## config.mk

```make
export PLATFORM = sky130hd
export DESIGN_NAME = vga_frame_reader_flat
export DESIGN_NICKNAME = d
export VERILOG_FILES = /design/src/rtl/vga_frame_reader_if.sv /design/src/rtl/vga_frame_reader.sv /design/src/flat_wrapper.sv
export SDC_FILE = /design/constraint.sdc
export NUM_CORES = 1
export LEC_CHECK = 0
export CORE_ASPECT_RATIO = 1.5
export CORE_UTILIZATION = 30
export DETAILED_ROUTE_END_ITERATION = 10
export DONT_BUFFER_PORTS = 1
export PLACE_DENSITY = 0.42
export SLEW_MARGIN = 25
export SYNTH_ARGS = -nofsm -noshare
export SYNTH_HDL_FRONTEND = slang
export SYNTH_SLANG_ARGS = --single-unit
```

## constraint.sdc

```tcl
create_clock -name clk -period 2.6 [get_ports clk]
set_input_delay 0.26 -clock clk [delete_from_list [all_inputs] [get_ports clk]]
set_output_delay 0.26 -clock clk [all_outputs]
set_load 0.03 [all_outputs]
```

## src/rtl/vga_frame_reader_if.sv

```systemverilog
// Frame-buffer read port shared by the VGA frame reader (master) and the
// backing 8-bit registered RAM (slave). The RAM has a one-cycle read latency.
interface vga_frame_reader_if;
  logic [16:0] rd_address;
  logic [7:0]  rd_data;

  modport master (output rd_address, input rd_data);
  modport slave  (input rd_address, output rd_data);
endinterface

```

## src/rtl/vga_frame_reader.sv

```systemverilog
// VGA frame reader: scans a 320x240 grayscale frame buffer and shows each
// buffer pixel as a 2x2 block on a 640x480 raster. Counter-to-pin latency is
// three cycles; syncs and blank are delayed to stay aligned with pixel data.
// Optional feature: define VGA_TEST_PATTERN_EN to enable eight vertical grey
// bars on the output while i_test_mode is high.
module vga_frame_reader #(
  parameter int unsigned H_ACTIVE = 640,
  parameter int unsigned H_FP     = 16,
  parameter int unsigned H_SYNC   = 96,
  parameter int unsigned H_BP     = 48,
  parameter int unsigned V_ACTIVE = 480,
  parameter int unsigned V_FP     = 10,
  parameter int unsigned V_SYNC   = 2,
  parameter int unsigned V_BP     = 33
) (
  input  logic                       clk,
  input  logic                       rst,
  vga_frame_reader_if.master         fb,
  input  logic                       i_test_mode,
  output logic                       o_hsync,
  output logic                       o_vsync,
  output logic                       o_blank_n,
  output logic [7:0]                 o_vga_r,
  output logic [7:0]                 o_vga_g,
  output logic [7:0]                 o_vga_b,
  output logic                       o_frame_start
);

  localparam int unsigned HTotal = H_ACTIVE + H_FP + H_SYNC + H_BP;
  localparam int unsigned VTotal = V_ACTIVE + V_FP + V_SYNC + V_BP;
  localparam int unsigned HW     = $clog2(HTotal);
  localparam int unsigned VW     = $clog2(VTotal);
  localparam int unsigned HsBeg  = H_ACTIVE + H_FP;
  localparam int unsigned HsEnd  = H_ACTIVE + H_FP + H_SYNC;
  localparam int unsigned VsBeg  = V_ACTIVE + V_FP;
  localparam int unsigned VsEnd  = V_ACTIVE + V_FP + V_SYNC;
  // Buffer words per line: half the visible width (2x horizontal scaling).
  localparam logic [16:0] LineWords = 17'(H_ACTIVE / 2);

  logic [HW-1:0] r_h_cnt;
  logic [VW-1:0] r_v_cnt;
  logic [16:0]   r_rd_address;
  logic          r_s1_vis, r_s1_hs_n, r_s1_vs_n;
  logic          r_s2_vis, r_s2_hs_n, r_s2_vs_n;
  logic          r_hsync, r_vsync, r_blank_n;
  logic [7:0]    r_pix;

  logic          w_h_last, w_v_last, w_visible, w_hs_n, w_vs_n;
  logic [16:0]   w_addr;
  logic [7:0]    w_pix;

  assign w_h_last  = (r_h_cnt == HW'(HTotal - 1));
  assign w_v_last  = (r_v_cnt == VW'(VTotal - 1));
  assign w_visible = (r_h_cnt < HW'(H_ACTIVE)) && (r_v_cnt < VW'(V_ACTIVE));
  assign w_hs_n    = !((r_h_cnt >= HW'(HsBeg)) && (r_h_cnt < HW'(HsEnd)));
  assign w_vs_n    = !((r_v_cnt >= VW'(VsBeg)) && (r_v_cnt < VW'(VsEnd)));
  assign w_addr    = 17'(r_v_cnt >> 1) * LineWords + 17'(r_h_cnt >> 1);

`ifdef VGA_TEST_PATTERN_EN
  localparam logic [HW-1:0] BarWidth = HW'(H_ACTIVE / 8);
  logic [2:0] r_s1_bar, r_s2_bar;
  logic [2:0] w_bar;
  assign w_bar = 3'(r_h_cnt / BarWidth);

  // Carry the bar index alongside the visible flag through stages 1 and 2.
  always_ff @(posedge clk) begin
    if (rst) begin
      r_s1_bar <= '0;
      r_s2_bar <= '0;
    end else begin
      r_s1_bar <= w_bar;
      r_s2_bar <= r_s1_bar;
    end
  end

  // Pixel select: test bars override frame-buffer data inside the visible area.
  always_comb begin
    w_pix = 8'h00;
    if (r_s2_vis) begin
      w_pix = i_test_mode ? {r_s2_bar, 5'b11111} : fb.rd_data;
    end
  end
`else
  logic w_unused_test_mode;
  assign w_unused_test_mode = i_test_mode;

  // Pixel select: frame-buffer data inside the visible area, black elsewhere.
  always_comb begin
    w_pix = 8'h00;
    if (r_s2_vis) begin
      w_pix = fb.rd_data;
    end
  end
`endif

  // Raster position counters: h wraps every line, v advances on each h wrap.
  always_ff @(posedge clk) begin
    if (rst) begin
      r_h_cnt <= '0;
      r_v_cnt <= '0;
    end else if (w_h_last) begin
      r_h_cnt <= '0;
      r_v_cnt <= w_v_last ? '0 : r_v_cnt + 1'b1;
    end else begin
      r_h_cnt <= r_h_cnt + 1'b1;
    end
  end

  // Stage 1: issue the buffer read and capture timing flags for this position.
  always_ff @(posedge clk) begin
    if (rst) begin
      r_rd_address <= '0;
      r_s1_vis     <= 1'b0;
      r_s1_hs_n    <= 1'b1;
      r_s1_vs_n    <= 1'b1;
    end else begin
      r_rd_address <= w_visible ? w_addr : 17'd0;
      r_s1_vis     <= w_visible;
      r_s1_hs_n    <= w_hs_n;
      r_s1_vs_n    <= w_vs_n;
    end
  end

  // Stage 2 covers the RAM read latency; stage 3 registers the pins.
  always_ff @(posedge clk) begin
    if (rst) begin
      r_s2_vis  <= 1'b0;
      r_s2_hs_n <= 1'b1;
      r_s2_vs_n <= 1'b1;
      r_hsync   <= 1'b1;
      r_vsync   <= 1'b1;
      r_blank_n <= 1'b0;
      r_pix     <= 8'h00;
    end else begin
      r_s2_vis  <= r_s1_vis;
      r_s2_hs_n <= r_s1_hs_n;
      r_s2_vs_n <= r_s1_vs_n;
      r_hsync   <= r_s2_hs_n;
      r_vsync   <= r_s2_vs_n;
      r_blank_n <= r_s2_vis;
      r_pix     <= w_pix;
    end
  end

  assign fb.rd_address = r_rd_address;
  assign o_hsync       = r_hsync;
  assign o_vsync       = r_vsync;
  assign o_blank_n     = r_blank_n;
  assign o_vga_r       = r_pix;
  assign o_vga_g       = r_pix;
  assign o_vga_b       = r_pix;
  // Undelayed marker; suppressed while reset is held so it fires only on real frames.
  assign o_frame_start = (r_h_cnt == '0) && (r_v_cnt == '0) && !rst;

endmodule

```

## src/flat_wrapper.sv

```systemverilog
// flat-port wrapper written by rule: the top's interface ports become plain ports
module vga_frame_reader_flat 
#(
  parameter int unsigned H_ACTIVE = 640,
  parameter int unsigned H_FP     = 16,
  parameter int unsigned H_SYNC   = 96,
  parameter int unsigned H_BP     = 48,
  parameter int unsigned V_ACTIVE = 480,
  parameter int unsigned V_FP     = 10,
  parameter int unsigned V_SYNC   = 2,
  parameter int unsigned V_BP     = 33
)
  (clk, rst, i_test_mode, o_hsync, o_vsync, o_blank_n, o_vga_r, o_vga_g, o_vga_b, o_frame_start, fb_rd_address, fb_rd_data);
  vga_frame_reader_if fb_i ();
  input  logic clk;
  input  logic rst;
  input  logic i_test_mode;
  output logic o_hsync;
  output logic o_vsync;
  output logic o_blank_n;
  output logic [7:0] o_vga_r;
  output logic [7:0] o_vga_g;
  output logic [7:0] o_vga_b;
  output logic o_frame_start;
  output wire logic [$bits(fb_i.rd_address)-1:0] fb_rd_address;
  input wire logic [$bits(fb_i.rd_data)-1:0] fb_rd_data;
  assign fb_rd_address = fb_i.rd_address;
  assign fb_i.rd_data = fb_rd_data;
  vga_frame_reader #(.H_ACTIVE(H_ACTIVE), .H_FP(H_FP), .H_SYNC(H_SYNC), .H_BP(H_BP), .V_ACTIVE(V_ACTIVE), .V_FP(V_FP), .V_SYNC(V_SYNC), .V_BP(V_BP)) u_core (.clk(clk), .rst(rst), .fb(fb_i), .i_test_mode(i_test_mode), .o_hsync(o_hsync), .o_vsync(o_vsync), .o_blank_n(o_blank_n), .o_vga_r(o_vga_r), .o_vga_g(o_vga_g), .o_vga_b(o_vga_b), .o_frame_start(o_frame_start));
endmodule
```

Word-level counts from Yosys, hierarchy flattened
Cells that the tools add are included.
{"block": "totals", "ff_bits": 54, "word_cells": 41, "latchBits": 0, "rom_bits": 0, "mem_count": 0, "ram_bits": 0, "output_inout_bits": 45}
{"block": "classes", "shift": 0, "n_mul": 1, "mux": 1, "n_reduce_logical": 13, "div": 0, "magnitude_cmp": 6, "eq_ne": 2, "add_sub_neg": 3, "n_bitwise": 2}
{"cell": "10-bit by 1-bit adder with 10-bit output, second input constant", "count": 2}
{"cell": "10-bit equality test, second input constant", "count": 2}
{"cell": "10-bit logical NOT", "count": 2}
{"cell": "10-bit less-than comparator, second input constant", "count": 2}
{"cell": "10-bit by 9-bit less-than comparator with 1-bit output, second input constant", "count": 2}
{"cell": "17-bit by 9-bit adder with 17-bit output", "count": 1}
{"cell": "9-bit by 3-bit multiplier with 11-bit output, second input constant", "count": 1}
{"cell": "10-bit greater-or-equal comparator, second input constant", "count": 1}
{"cell": "10-bit by 9-bit greater-or-equal comparator with 1-bit output, second input constant", "count": 1}
{"cell": "10-bit two-way mux", "count": 1}
{"cell": "2-bit OR reduction", "count": 3}
{"cell": "1-bit logical AND", "count": 5}
{"cell": "1-bit logical NOT", "count": 3}
{"cell": "1-bit inverter", "count": 2}

Logic depth before layout (Yosys ltp)
Gate-level depths: netlist of run 1.
{"block": "logic_depth", "word_depth": 4, "ltp_mapped": 10}

Worst setup path after synthesis of run 1
No wires, ideal clock.
{"block": "synth_timing", "path_type": "register -> register", "start": "register u_core.r_v_cnt[4]", "end": "register u_core.r_rd_address[16], in the netlist u_core.fb.rd_address[16]", "required_ns": 2.530, "slack_ns": 0.172, "arrival_time_ns": 2.358, "path_buffers": 0, "period_less_slack_ns": 2.428, "stages_incl_launch_ff": 11, "setup_time_ns": 0.070, "path_cell_list": "dfxtp_1 ha_1 ha_1 inv_1 fa_1 nand2b_1 a21oi_1 xor2_1 nand4_1 or3_1 a21oi_1"}
{"block": "synth_via", "elab_chain_len": 4, "word_cells_on_any_way": 6, "classes_between": "add/sub (1); mul (1); order compare (1); bitwise (1); reduce/logical (2)"}
{"element": "start: declaration", "line_no": "vga_frame_reader.sv:41", "source": "logic [VW-1:0] r_v_cnt;"}
{"element": "start signal: assignment", "line_no": "vga_frame_reader.sv:103", "source": "r_v_cnt <= w_v_last ? '0 : r_v_cnt + 1'b1;"}
{"element": "branches (longest 4 deep; another with 17-bit by 9-bit adder with 17-bit output)"}
{"element": "end signal: assignment", "line_no": "vga_frame_reader.sv:117", "source": "r_rd_address <= w_visible ? w_addr : 17'd0;"}
{"element": "end: declaration", "line_no": "vga_frame_reader.sv:42", "source": "logic [16:0] r_rd_address;"}
Several ways; the timed one is not identified.
A chain may end at the register's enable or synchronous reset.

Final worst setup path of run 1
{"block": "layout_timing", "start": "register u_core.r_v_cnt[2]", "end": "register u_core.r_rd_address[16], in the netlist u_core.fb.rd_address[16]"}
The elaborated chain is that of the path after synthesis.

==> run summary, run 1 <==
Status: finished clean
Tmin final: 2.36 ns
First drt pass iteration count: 4
Final ANT Viol Nets: 0
Filler cells: 874
Critical path type: register to register
GRT Util Overall: 0.113
Area leader, netlist: dfxtp_1
Layout area overhead: 10.6%
Setup crit end kind: register
Worst vdd ir: 0.000239 V
Top delay family on crit path: adder cells
Gpl congestion: 0.780
Clk_lat worst skew: 0.29 ns
CP Max Fanout: 3
Reg power frac: 0.530
Crit start category: register
Max frequency: 0.424 GHz
Initial antenna violation count: 0
Final Instance Area: 2840 um^2
RSZ-0062 raised after global routing: false
Total Routed Length: 4810 um
Crit path DAT: 2.58 ns
Largest cells by area after synthesis: dfxtp_1 42%, ha_1 10%, xor2_1 5.1%
Vias per std cell: 4.61
Clock power share: 0.449
PD cells: 579 nW/um^2
Initial DRC count: 50
WP depth: 8
Avg Inst Size Synth: 9.37 um^2
Measured slew at the worst slew-check pin: 0.862 ns
P_int: 1300 uW
Slew Viols, Final: 0
Largest stage delay on the critical path: 0.46 ns
Die height: 115 um
Cell count of the worst reg-to-reg path: 8
Hold crit path type: input port to register
Fin. Hold Viols: 0
FF-to-FF Start: u_core.r_v_cnt[2]
CTS tree: done
N_diodes: 0
Register area share after synthesis: 0.421
Combinational share of power: 0.021
Inserted Clock Buffers: 5
Critical Path Most Common Cell: ha_1
Post-detail-place hpwl: 3640 um
Worst path cell trace: ha_1 > ha_1 > inv_1 > fa_2 > nor3_1 > nand4_1 > or3_1 > a21oi_1
Worst Skew: 0.00522 ns
Root Buffer: clkbuf_16
Vias in the first global route: 1723
Cells after Synth: 274
CP required: 2.82 ns
Final #Nets: 306
Register Area: 1080 um^2
Footprint of the multi-input gates: 1320 um^2
Post-synth EDFFs: 0
Psw: 342 uW
Routed wire per std cell: 12.7 um
CP bufs+invs: 1
Final setup violating endpoints: 0
Ports: 56
Main synth FF type: dfxtp_1
Setup TNS: 0 ns
Core Area: 8360 um^2
Synth cell types: 40
Yosys top cell area share: 0.421
Vias post-DR: 1747
Slew margin rel.: 0.425
Total Power Consumption: 1640 uW
YS warnings: 0
Grt total ovfl: 0
Final worst-path cycle share: 0.908
Post-CTS setup buffer count: 0
Flops & latches, synth: 54
Post-Syn Area: 2570 um^2
R2r endpoint: u_core.fb.rd_address[16]
Leakage power: 0.00119 uW
Initial Util: 0.307
Longest Clk Path Bufs: 2
Post-synthesis async set-or-reset flop share: 0
Clk sinks: 54
First-pass GRT wire length: 7900 um
Placed inst area: 2660 um^2
Clock Pin Slew Worst Setup and Hold Paths: 0.07 ns
CP startpoint: u_core.r_v_cnt[2]
Switch share: 0.208
FF-to-FF setup slack: 0.24 ns
Chip Width: 77.6 um
Crit path to: u_core.fb.rd_address[16]
Largest net degree at the start of global routing: 22
# H-tree levels: 2
Cell Rows: 41
Syn Nets: 308
Layout cells sized above 1: 0.121
Slowest CP cell: fa_2
Max-cap viol count: 0
DRC: 0
Die area: 8940 um^2
IO buf count: 0
==> worst min path at each step <==
stage | startpoint | to | slack [ns] | depth (start not counted)
3_3_place_gp | rst | u_core.r_s2_vis | 0.33 | 1
2_1_floorplan | fb_rd_data[0] | u_core.o_vga_b[0] | 0.38 | 1
5_1_grt | rst | u_core.r_s2_vis | 0.03 | 1
3_5_place_dp | rst | u_core.r_s2_vis | 0.34 | 1
4_1_cts | rst | u_core.r_s2_vis | 0.03 | 1
6_report | rst | u_core.r_s2_vis | 0.04 | 1
==> cells in the final DEF, fill, tap and decap left out, types with 2 or more instances in the layout <==
cell type / n
o21a_1: 2
nand2_1: 12
clkbuf_16: 5
xnor2_1: 12
dfxtp_1: 54
o21ai_0: 5
buf_4: 12
nand4_1: 4
nor2b_1: 3
and2b_1: 2
or2_2: 4
a21oi_1: 7
nor4_1: 3
nor3_1: 12
nor2_1: 30
a21o_1: 3
and2_1: 13
o211ai_1: 2
nand2b_1: 2
and3_1: 4
ha_1: 21
nand3_1: 11
inv_1: 13
xor2_1: 15
==> power by group through the flow <==
stage	clock network (uW)	logic [uW]	registers (uW)
4_1_cts	770	35.8	871
2_1_floorplan	0	54.7	873
3_3_place_gp	0	35.4	891
5_1_grt	796	39.1	873
3_5_place_dp	0	35.5	891
6_report	739	34.6	871
==> metrics by stage <==
stage / worst slack [ns] / utilization / std cells / hold WS [ns]
after global routing: 0.0572 / 0.340 / 379 / 0.0271
after global placement: 0.188 / 0.318 / 372 / 0.335
final: 0.239 / 0.340 / 379 / 0.0371
after floorplan: 0.172 / - / 274 / 0.382
after detailed placement: 0.172 / 0.318 / 372 / 0.337
after CTS: 0.139 / 0.337 / 379 / 0.0262
==> state kept, by name (all words and copies together) (netlist names) <==
name / count
u_core.r_s1_vis: 1
u_core.r_v_cnt: 10
u_core.r_s1_vs_n: 1
u_core.o_vga_b: 8
u_core.o_hsync: 1
u_core.r_h_cnt: 10
u_core.r_s2_hs_n: 1
u_core.o_blank_n: 1
u_core.o_vsync: 1
u_core.r_s2_vis: 1
u_core.r_s1_hs_n: 1
u_core.r_s2_vs_n: 1
u_core.fb.rd_address: 17
==> kinds of logic after synthesis <==
group | after synthesis | synth area share
and+or+nand+nor | 112 | 0.238
buffers and inverters | 35 | 0.0755
AOI/OAI and AO/OA | 22 | 0.0526
adders and majority gates | 23 | 0.118
DFF | 54 | 0.421
xor gates and xnor gates | 28 | 0.0955
==> what timing repair did <==
action	4_1_cts	5_1_grt
endpoints found under the setup margin	0	1
hold buffers	0	0
gates resized for setup	0	4
==> area by class of cell <==
type                    count  area share
flip-flops and latches     54       0.381
repair buffers             13      0.0344
clock buffers               5      0.0441
well taps                 107      0.0471
multi-input cells         185       0.463
inverters                  13      0.0172
clock inverters             2      0.0137
==> synth_stat cells, types with 2 or more instances <==
cell      number
a21o_1         3
a21oi_1        8
and2_1        13
and2b_1        2
and3_1         4
buf_4         16
clkbuf_1       4
dfxtp_1       54
fa_1           2
ha_1          21
inv_1         13
nand2_1       12
nand2b_1       3
nand3_1       11
nand4_1        4
nor2_1        30
nor2b_1        3
nor3_1        12
nor4_1         3
o211ai_1       2
o21a_1         2
o21ai_0        5
or2_2          4
xnor2_1       13
xor2_1        15
==> metal layers <==
metal,up-vias,wire length (um),global-route usage
met5,-,0,0
met4,0,92,0.0465
met3,8,97,0.0198
met2,24,2620,0.220
met1,820,1990,0.117
li1,895,-,-
No activity file was read; power rests on OpenSTA's default activity.
==> inputs of run 2 (changes only) <==
--- a/config.mk
+++ b/config.mk
@@ -6,6 +6,7 @@
 export NUM_CORES = 1
 export LEC_CHECK = 0
 export CORE_ASPECT_RATIO = 1.5
+export CORE_MARGIN = 3
 export CORE_UTILIZATION = 30
 export DETAILED_ROUTE_END_ITERATION = 10
 export DONT_BUFFER_PORTS = 1
==> run 2 against run 1 <==
Net effect: maximum frequency fell by 3.1%; critical endpoint unchanged; global-route usage fell by 0.10 points; power fell by 5.7%; worst setup slack got worse by 0.076 ns; worst hold slack got worse by 0.0072 ns; via count fell by 0.29%; count of clock-buffer cells in the layout did not move; clock power fell by 13%.
==> run summary, run 2 (synthesis results as in run 1) <==
Setup TNS: 0 ns
Final worst-path cycle share: 0.937
Cell Rows: 40
Routed wire per std cell: 13.1 um
Tmin final: 2.44 ns
Layout area overhead: 9.79%
Crit start category: register
Slew margin rel.: 0.428
Leakage power: 0.00118 uW
Final #Nets: 306
Filler cells: 848
CP required: 2.82 ns
GRT Util Overall: 0.112
Clk_lat worst skew: 0.29 ns
Die area: 9730 um^2
Clk sinks: 54
Placed inst area: 2650 um^2
Chip Width: 81.6 um
Ports: 56
Measured slew at the worst slew-check pin: 0.857 ns
Final Instance Area: 2820 um^2
Status: finished clean
RSZ-0062 raised after global routing: false
DRC: 0
Total Routed Length: 4940 um
Most common cell after layout, fill and taps aside: dfxtp_1
Vias post-DR: 1742
Initial Util: 0.315
Max reg flops: 17
Worst Skew: 0.00468 ns
CP Max Fanout: 7
Initial antenna violation count: 0
First-pass GRT wire length: 8470 um
Initial DRC count: 52
Final setup violating endpoints: 0
Inserted Clock Buffers: 5
Largest net degree at the start of global routing: 22
Post-detail-place hpwl: 3740 um
Worst vdd ir: 0.000343 V
Register Area: 1080 um^2
# H-tree levels: 2
Critical path type: register to register
First drt pass iteration count: 6
Setup crit end kind: register
Slew Viols, Final: 0
Clock Pin Slew Worst Setup and Hold Paths: 0.07 ns
Vias per std cell: 4.62
Total Power Consumption: 1550 uW
Max-cap viol count: 0
PD cells: 550 nW/um^2
Footprint of the multi-input gates: 1320 um^2
Root Buffer: clkbuf_16
Commonest cells after routing, fill and taps aside: 53 x dfxtp_1, 30 x nor2_1, 21 x ha_1, 15 x xor2_1
Gpl congestion: 0.757
Die height: 119 um
Grt total ovfl: 0
Final ANT Viol Nets: 0
Max frequency: 0.410 GHz
CTS tree: done
Layout cells sized above 1: 0.129
Longest Clk Path Bufs: 2
IO buf count: 0
Hold crit path type: input port to register
Fin. Hold Viols: 0
Core Area: 8160 um^2
Crit path DAT: 2.66 ns
Vias in the first global route: 1868
Final Core Density: 0.346
N_diodes: 0
# hold bufs at CTS: 0
-- run 2: final cells by class --
type | count | share of cell area
inverter | 13 | 0.0173
sequential | 54 | 0.384
clock buffer | 5 | 0.0444
clock inverter | 2 | 0.00488
timing repair buffer | 13 | 0.0346
multi-input combinational | 185 | 0.469
tap | 105 | 0.0466
-- run 2: per-layer routing --
| layer | global-route usage | vias up | wire, um |
|---|---|---|---|
| met2 | 0.212 | 40 | 2750 |
| met4 | 0.0412 | 0 | 61 |
| li1 | - | 898 | - |
| met1 | 0.115 | 799 | 1960 |
| met5 | 0 | - | 0 |
| met3 | 0.0219 | 5 | 174 |
-- run 2: power breakdown --
group	internal (uW)	leakage, uW	total [uW]	switching, uW
clock network	354	0.0000701	644	290
registers	838	0.000438	871	33.5
logic	14.6	0.000675	35.1	20.5
total	1210	0.00118	1550	344
-- run 2: path summary, 6_finish.rpt --
check | start | to | slack [ns] | cells past startpoint
max | u_core.r_v_cnt[5] | u_core.fb.rd_address[16] | 0.16 | 10
min | rst | u_core.r_v_cnt[1] | 0.03 | 1
min reg2reg | u_core.r_s1_vs_n | u_core.r_s2_vs_n | 0.41 | 1
max reg2reg | u_core.r_v_cnt[5] | u_core.fb.rd_address[16] | 0.16 | 10
-- run 2: through the flow --
step / worst slack [ns] / cells / hold WS (ns)
finish: 0.164 / 377 / 0.0299
global route: 0.0131 / 377 / 0.0235
CTS: 0.136 / 377 / 0.0232
detailed placement: 0.172 / 370 / 0.337
global placement: 0.187 / 370 / 0.336
floorplan: 0.172 / 274 / 0.382
-- run 2: what timing repair did --
item,in CTS,in global routing
gates resized for setup,0,6
buffers inserted,0,0
endpoints found under the setup margin,0,1
-- run 2: critical path: stages (launching register included) --
cell and delay (ns):
dfxtp_1 0.32, buf_4 0.16, ha_1 0.30, ha_1 0.37
o21ai_0 0.23, a21oi_2 0.06, nor4_1 0.21, a311oi_1 0.09
buf_4 0.16, or3_1 0.36, a21oi_1 0.12
